**config.mk**
```make
export PLATFORM = sky130hd
export DESIGN_NAME = zombie_spawner
export DESIGN_NICKNAME = d
export VERILOG_FILES = /design/src/rtl/zombie_spawner.sv
export SDC_FILE = /design/constraint.sdc
export NUM_CORES = 1
export LEC_CHECK = 0
export BUFFER_PORTS_ARGS = -buffer_cell sky130_fd_sc_hd__buf_2
export CAP_MARGIN = 0
export CORE_UTILIZATION = 60
export CTS_BUF_LIST = sky130_fd_sc_hd__clkbuf_4
export DETAILED_ROUTE_END_ITERATION = 6
export GPL_TIMING_DRIVEN = 0
export HOLD_SLACK_MARGIN = 0.1
export PLACE_DENSITY = 0.79
export REMOVE_ABC_BUFFERS = 1
export SETUP_SLACK_MARGIN = 0.02
export SLEW_MARGIN = 20
export SYNTH_ARGS = -nofsm -noshare
export SYNTH_HDL_FRONTEND = slang
export SYNTH_SLANG_ARGS = --single-unit
```
**constraint.sdc**
```tcl
create_clock -name clk -period 3.3 [get_ports clk]
set_clock_uncertainty 0.15 [all_clocks]
set_input_delay 0.495 -clock clk [delete_from_list [all_inputs] [get_ports clk]]
set_output_delay 0.495 -clock clk [all_outputs]
set_load 0.05 [all_outputs]
```
**src/rtl/zombie_spawner.sv**
```systemverilog
`default_nettype none
// +----------------------------------------------------------------------------+
// | zombie_spawner - Punch Zombie game core: picks holes, judges presses, score |
// | Rev 1.0                                                                     |
// +----------------------------------------------------------------------------+
module zombie_spawner #(
  parameter int         SHOW_CYCLES = 25_000_000,
  parameter int         GAP_CYCLES  = 12_500_000,
  parameter int         MAX_MISS    = 3,
  parameter int         SCORE_W     = 8,
  parameter logic [7:0] LFSR_SEED   = 8'hA5
) (
  input  logic               clk,
  input  logic               rst,
  input  logic               start,
  input  logic [3:1]         btn,
  output logic [3:1]         led,
  output logic [SCORE_W-1:0] score,
  output logic [2:0]         miss,
  output logic               hit,
  output logic               game_over
);

  localparam int TIMER_W = $clog2((SHOW_CYCLES > GAP_CYCLES) ? SHOW_CYCLES : GAP_CYCLES);
  localparam logic [TIMER_W-1:0] SHOW_LOAD  = TIMER_W'(SHOW_CYCLES - 1);
  localparam logic [TIMER_W-1:0] GAP_LOAD   = TIMER_W'(GAP_CYCLES - 1);
  localparam logic [2:0]         MISS_LIMIT = 3'(MAX_MISS);

  typedef enum logic [1:0] {
    IDLE = 2'd0,
    GAP  = 2'd1,
    SHOW = 2'd2,
    OVER = 2'd3
  } state_t;

  state_t             state;
  logic [TIMER_W-1:0] timer;
  logic [7:0]         lfsr;
  logic               start_q;
  logic [3:1]         btn_q;

  logic               start_edge;
  logic [3:1]         btn_edge;
  logic               wrong_press;
  logic               right_press;
  logic               timeout;
  logic [2:0]         miss_next;
  logic [SCORE_W-1:0] score_next;
  logic [3:1]         hole_led;

  assign start_edge = start & ~start_q;
  assign btn_edge   = btn & ~btn_q;
  // While showing, led itself is the latched one-hot hole.
  assign wrong_press = |(btn_edge & ~led);
  assign right_press = |(btn_edge & led);
  assign timeout     = (timer == '0);
  assign miss_next   = miss + 3'd1;
  assign score_next  = (&score) ? score : score + SCORE_W'(1);

  always_comb begin
    hole_led = 3'b001;
    case (lfsr[1:0])
      2'b01:   hole_led = 3'b010;
      2'b10:   hole_led = 3'b100;
      default: hole_led = 3'b001;
    endcase
  end

  always_ff @(posedge clk or negedge rst) begin
    if (!rst) begin
      state     <= IDLE;
      timer     <= '0;
      lfsr      <= LFSR_SEED;
      start_q   <= 1'b0;
      btn_q     <= 3'b000;
      led       <= 3'b000;
      score     <= '0;
      miss      <= 3'd0;
      hit       <= 1'b0;
      game_over <= 1'b0;
    end else begin
      start_q <= start;
      btn_q   <= btn;
      lfsr    <= {lfsr[6:0], lfsr[7] ^ lfsr[5] ^ lfsr[4] ^ lfsr[3]};
      hit     <= 1'b0;
      case (state)
        IDLE: begin
          if (start_edge) begin
            score <= '0;
            miss  <= 3'd0;
            timer <= GAP_LOAD;
            state <= GAP;
          end
        end
        GAP: begin
          if (timeout) begin
            led   <= hole_led;
            timer <= SHOW_LOAD;
            state <= SHOW;
          end else begin
            timer <= timer - TIMER_W'(1);
          end
        end
        SHOW: begin
          // A wrong press beats a simultaneous right one; a hit beats the timeout.
          if (wrong_press || (!right_press && timeout)) begin
            miss  <= miss_next;
            timer <= GAP_LOAD;
            if (miss_next == MISS_LIMIT) begin
              led       <= 3'b111;
              game_over <= 1'b1;
              state     <= OVER;
            end else begin
              led   <= 3'b000;
              state <= GAP;
            end
          end else if (right_press) begin
            score <= score_next;
            hit   <= 1'b1;
            led   <= 3'b000;
            timer <= GAP_LOAD;
            state <= GAP;
          end else begin
            timer <= timer - TIMER_W'(1);
          end
        end
        OVER: begin
          if (start_edge) begin
            score     <= '0;
            miss      <= 3'd0;
            game_over <= 1'b0;
            led       <= 3'b000;
            timer     <= GAP_LOAD;
            state     <= GAP;
          end
        end
        default: state <= IDLE;
      endcase
    end
  end

endmodule
`default_nettype wire

```
==> flow_summary.toml, run 1 <==
[placed_design]
gp_congestion = 0.911
dp_slack_ns = 0.0369
place_hpwl_um = 4740
portBuffers = 21
place_inst = 409

[route]
via_per_inst = 6.40
wl_um = 7060
drc_errors = 0
drt_pass1_iterations = 4
wl_per_cell_um = 16.7
drt_first_iter_violations = 221
vias = 2701
final_antenna_net_count = 0

[job]
max_cap_viol_count = 0

[power_and_ir_drop]
p_sw_uw = 256
power_switching_share = 0.247
max-vdd-ir-drop_v = 0.000244
comb_power_share = 0.044
clkPwrFrac = 0.298
p_seq_frac = 0.658
power.leakage_nw = 1.49
powerDensity_nw_per_um2 = 298
p_int_uw = 780

[global_route]
grt-busiest-layer = "met2"
met1_usage = 0.380
grt_max_degree = 56
first_global_vias = 2453
use_met2 = 0.430
grt_overflow_total = 0
use_met3 = 0.0450
antenna_found_initial = 0
track_usage = 0.272
grt_pass1_wl_um = 11600

[synthesis]
synth_edf_count = 0
synth_cell_types = 75
synthXorXnorAreaFrac = 0.0216
synth_top_family_by_area = "compound AO/OA/AOI/OAI gates"
ys_seq_area_frac = 0.425
synth_mux_area_frac = 0.0139
ys_async_sr_fraction = 1.00
synthCells = 332
syn-cell-area_sq_um = 3250
synthSimpleGateAreaFrac = 0.225
synth_compound_area_frac = 0.227
ys_ff_latch = 55
synthFlopType = "dfrtp_1"
yosysWarningCount = 0
synth_adder_area_share = 0.0346
avgSynthCellArea_sq_um = 9.79

[floorplan]
ios = 22
die_x_um = 75.6
start_util = 0.628
std_cell_rows = 26
die-area_sq_um = 5720
core_sq_um = 5170
die-height_um = 75.6

[worst_setup_path]
cp_cell_sequence = "inv_1 -> ha_1 -> and2_2 -> nor2_1 -> nand2_1 -> mux2_2"
crit_type = "reg -> reg"
crit_required_ns = 3.45
critPathBufInv = 1
arrival_ns = 3.23
critPathLaunchType = "register"
max_stage_delay_ns = 0.76
worst-path-max-fanout = 36
path_delay_family = "simple AND/OR/NAND/NOR gates"
cpMaxStageDelayCell = "and2_2"
cp-end-kind = "register"

[run_status]
outcome = "complete, no violations"

[timing]
fin_crit_ns = 3.08
setup_ws_ns = 0.216
slew_viol_final = 0
min_period_over_period = 0.935
finalSetupViolations = 0
rsz0062_at_grt = "true"
hold_violations = 0
tns_ns = 0
worst_slew_pin_slew_ns = 0.854
slew-limit-headroom = 0.431
max_freq_mhz = 324
hold_ws_ns = 0.226

[finish]
diodes = 0
nNetsFinal = 366
final_cells = 422
area_growth_syn_to_layout_pct = 6.97
drive_above_1_share = 0.162

[cts]
clk_pin_slew_worst_paths_ns = 0.16
numCtsBuffers = 5
clockBufferDepth = 2
clock_latency_ns = 0.39
h-tree-depth = 2
cts_setup_buffers = 0
cts_tree = "yes"
cts_root_buf = "clkbuf_4"
cts.sinks = 55

[hold_path]
hp-class = "reg -> reg"
## synthesized netlist by cell type, types with 4 or more instances
cell	number	area share
dfrtp_1	51	0.39
nor2_1	28	0.032
inv_1	20	0.023
nand2_1	17	0.020
a21oi_1	14	0.022
nor3_1	14	0.022
nand3_1	12	0.018
ha_1	9	0.035
nor4_1	9	0.017
o21ai_0	8	0.012
a31oi_1	6	0.012
a41oi_1	6	0.016
and3_1	6	0.012
o22a_1	6	0.016
or3_1	6	0.012
xnor2_1	6	0.016
a211oi_1	5	0.012
a2bb2oi_1	5	0.013
clkbuf_1	5	0.0058
o2bb2ai_1	5	0.013
dfstp_2	4	0.032
nand2b_1	4	0.0077
nand4_1	4	0.0077
o221a_2	4	0.014
## metrics by stage
| stage | power [mW] | cell area (sq um) | utilization |
|---|---|---|---|
| global route | 1.07 | 3480 | 0.672 |
| CTS | 1.04 | 3460 | 0.669 |
| detailed placement | 0.733 | 3350 | 0.648 |
| global placement | 0.731 | 3350 | 0.647 |
| floorplan | 0.711 | 3150 | - |
| finish | 1.04 | 3480 | 0.672 |
## per-layer routing
metal	vias to the layer above	wire, um
met3	12	320
met1	1323	3350
li1	1300	-
met2	66	3280
met4	0	112
met5	-	0
## power groups by stage
stage	clock network [mW]	registers [mW]	logic (mW)
floorplan	0	0.695	0.0157
global placement	0	0.693	0.0384
detailed placement	0	0.693	0.0395
CTS	0.314	0.681	0.0440
global route	0.335	0.682	0.0506
finish	0.309	0.681	0.0454
## final timing paths
| kind | startpoint | end | slack, ns | depth (start not counted) |
|---|---|---|---|---|
| max in group asynchronous | rst | timer[11]$_DFFE_PN0N_ | 2.02 | 2 |
| worst min-delay path | lfsr[6]$_DFF_PN0_ | lfsr[7]$_DFF_PN1_ | 0.23 | 0 |
| worst min register to register | lfsr[6]$_DFF_PN0_ | lfsr[7]$_DFF_PN1_ | 0.23 | 0 |
| worst max-delay path | state[0]$_DFFE_PN0P_ | score[0]$_DFFE_PN0P_ | 0.22 | 6 |
| min in group asynchronous | rst | lfsr[6]$_DFF_PN0_ | 0.53 | 2 |
| worst max register to register | state[0]$_DFFE_PN0P_ | score[0]$_DFFE_PN0P_ | 0.22 | 6 |
## worst reg2reg max path, stage by stage (launching register included)
cell and delay, ns:
dfrtp_1 0.41, inv_1 0.07, ha_1 0.75, and2_2 0.76
nor2_1 0.19, nand2_1 0.30, mux2_2 0.37
## cell type report
type | count | area (sq um)
multi-input cells | 243 | 1720
fillers | 426 | 1700
flip-flops and latches | 55 | 1380
repair buffers | 26 | 158
well taps | 70 | 87.6
inverters | 20 | 75.1
clock buffers | 5 | 37.5
clock inverters | 3 | 18.8
## placed cells by master, fill, tap and decap left out, types with 5 or more instances in the layout
cell,instances
nand2_1,17
clkbuf_4,5
a2bb2oi_1,5
a211oi_1,5
nand3_1,12
nor3_1,13
inv_1,20
buf_2,20
dlygate4sd3_1,5
or3_1,6
nor2_1,28
xnor2_1,6
and3_1,6
a31oi_1,6
ha_1,9
o21ai_0,8
dfrtp_1,51
o2bb2ai_1,5
a41oi_1,6
nor4_1,9
a21oi_1,14
o22a_1,6
## sequential cells by signal, indices dropped and copies added (netlist names)
signal and flops:
lfsr 8, miss 3, score 8, hit 1
game_over 1, start_q 1, btn_q 3, led 3
timer 25, state 2
## kinds of logic (layout without fill, tap and decap cells)
| family | after synthesis | after routing |
|---|---|---|
| compound gates | 94 | 94 |
| xor+xnor | 8 | 8 |
| fa+ha+maj | 9 | 9 |
| buf+inv | 34 | 54 |
| flops | 55 | 55 |
| mux | 4 | 4 |
| simple gates | 128 | 128 |
## repair_timing
action                                  CTS  global route
hold buffers                              5             0
gates resized for setup                   0             2
endpoints found under the hold margin    55             0
endpoints found under the setup margin    0            10
Power figures use the tool's default switching activity.
==> run 2: changes to the inputs <==
--- a/config.mk
+++ b/config.mk
@@ -5,6 +5,7 @@
 export SDC_FILE = /design/constraint.sdc
 export NUM_CORES = 1
 export LEC_CHECK = 0
+export ABC_CLOCK_PERIOD_IN_PS = 3300
 export BUFFER_PORTS_ARGS = -buffer_cell sky130_fd_sc_hd__buf_2
 export CAP_MARGIN = 0
 export CORE_UTILIZATION = 60
==> constraint.sdc (replaced) <==
create_clock -name clk -period 3.3 [get_ports clk]
set_clock_uncertainty 0.15 [all_clocks]
set_input_delay 0.66 -clock clk [delete_from_list [all_inputs] [get_ports clk]]
set_output_delay 0.66 -clock clk [all_outputs]
set_load 0.05 [all_outputs]
==> flow_summary.toml, run 2 (synthesis gave the netlist of run 1 again) <==
[power_and_ir_drop]
total_power_mw = 1.02
powerDensity_nw_per_um2 = 299
max-vdd-ir-drop_v = 0.000237
power.leakage_nw = 1.47

[finish]
largest_register_ffs = 25
nNetsFinal = 361
diodes = 0
fillers = 435
final_cells = 417
regMostFlops = "timer"
mostFrequentLayoutCell = "dfrtp_1"
reg_top3 = "timer x25, lfsr x8, score x8"
area_growth_syn_to_layout_pct = 5.43
layout_common_cells = "dfrtp_1, nor2_1, inv_1, buf_2, nand2_1"
drive_above_1_share = 0.164

[floorplan]
start_util = 0.628
die-height_um = 75.6
die-area_sq_um = 5720
core_sq_um = 5170
std_cell_rows = 26
die_x_um = 75.6
ios = 22

[cts]
cts.sinks = 55
cts_root_buf = "clkbuf_4"
h-tree-depth = 2
cts_tree = "yes"
clockBufferDepth = 2
clock_latency_ns = 0.38
hold_buffers = 0
clk_pin_slew_worst_paths_ns = 0.16
cts_setup_buffers = 0
post_cts_resized = 0
numCtsBuffers = 5

[timing]
slew-limit-headroom = 0.423
worst_slew_pin_slew_ns = 0.865
finalSetupViolations = 0
slew_viol_final = 0
hold_violations = 0
fin_crit_ns = 3.07
max_freq_mhz = 325
min_period_over_period = 0.931
rsz0062_at_grt = "true"
hold_ws_ns = 0.135
tns_ns = 0

[worst_setup_path]
cpMaxStageDelayCell = "and2_2"
critPathBufInv = 1
crit_type = "reg -> reg"
arrival_ns = 3.21
cp-end-kind = "register"
max_stage_delay_ns = 0.76
path_delay_family = "simple AND/OR/NAND/NOR gates"
worst-path-max-fanout = 36
critPathLaunchType = "register"
cp_cell_sequence = "inv_1 -> ha_1 -> and2_2 -> nor2_1 -> nand2_1 -> mux2_2"
crit_required_ns = 3.44

[placed_design]
portBuffers = 21
place_hpwl_um = 4740
place_inst = 409
gp_congestion = 0.911

[route]
drt_pass1_iterations = 5
via_per_inst = 6.49
wl_um = 6960
vias = 2705
wl_per_cell_um = 16.7
final_antenna_net_count = 0
drc_errors = 0
drt_first_iter_violations = 200

[global_route]
first_global_vias = 2441
grt_overflow_total = 0
grt_max_degree = 56
track_usage = 0.269
grt_pass1_wl_um = 11500
antenna_found_initial = 0

[hold_path]
hp-class = "in -> async"

[run_status]
outcome = "complete, no violations"

[job]
max_cap_viol_count = 0
run 2: cell count changes in the layout (fill, tap and decap cells not counted):
cell and delta:
dlygate4sd3_1 -5
run 2: layout make-up:
| type | instances | area (sq um) | area share |
|---|---|---|---|
| Multi-Input combinational cell | 243 | 1720 | 0.502 |
| Sequential cell | 55 | 1380 | 0.403 |
| Timing Repair Buffer | 21 | 108 | 0.0314 |
| Tap cell | 70 | 87.6 | 0.0256 |
| Inverter | 20 | 75.1 | 0.0219 |
| Clock buffer | 5 | 37.5 | 0.0110 |
| Clock inverter | 3 | 18.8 | 0.00548 |
run 2: path summary, 6_finish.rpt:
check | slack (ns) | from | cells after the start | endpoint
setup / recovery | 0.23 | state[0]$_DFFE_PN0P_ | 6 | score[0]$_DFFE_PN0P_
hold / removal | 0.13 | rst | 1 | lfsr[6]$_DFF_PN0_
setup reg to reg | 0.23 | state[0]$_DFFE_PN0P_ | 6 | score[0]$_DFFE_PN0P_
hold reg to reg | 0.23 | lfsr[6]$_DFF_PN0_ | 0 | lfsr[7]$_DFF_PN1_
max in group asynchronous | 2.41 | rst | 1 | timer[24]$_DFFE_PN0N_
min in group clk | 0.23 | lfsr[6]$_DFF_PN0_ | 0 | lfsr[7]$_DFF_PN1_
run 2: through the flow:
stage               area [sq um]  setup WS (ns)   util
global route                3430        0.00723  0.663
finish                      3430          0.227  0.663
CTS                         3410         0.0205  0.659
global placement            3350          0.135  0.647
detailed placement          3350         0.0369  0.648
floorplan                   3150          0.679      -
run 2: where the power goes:
part | total, mW | internal (mW) | switching (mW)
sequential | 0.681 | 0.679 | 0.00258
clock | 0.303 | 0.0841 | 0.219
combinational | 0.0401 | 0.0132 | 0.0269
total | 1.02 | 0.776 | 0.249
run 2: metal layers:
metal,share of wire,global-route usage,vias to the layer above
li1,-,-,1294
met4,0.016,0.0905,0
met2,0.45,0.429,76
met5,0,0,-
met3,0.058,0.0437,13
met1,0.47,0.375,1322
run 2: worst register-to-register path, cell delays in order, from the launching register on:
cell,delay (ns)
dfrtp_1,0.40
inv_1,0.07
ha_1,0.75
and2_2,0.76
nor2_1,0.18
nand2_1,0.30
mux2_2,0.37
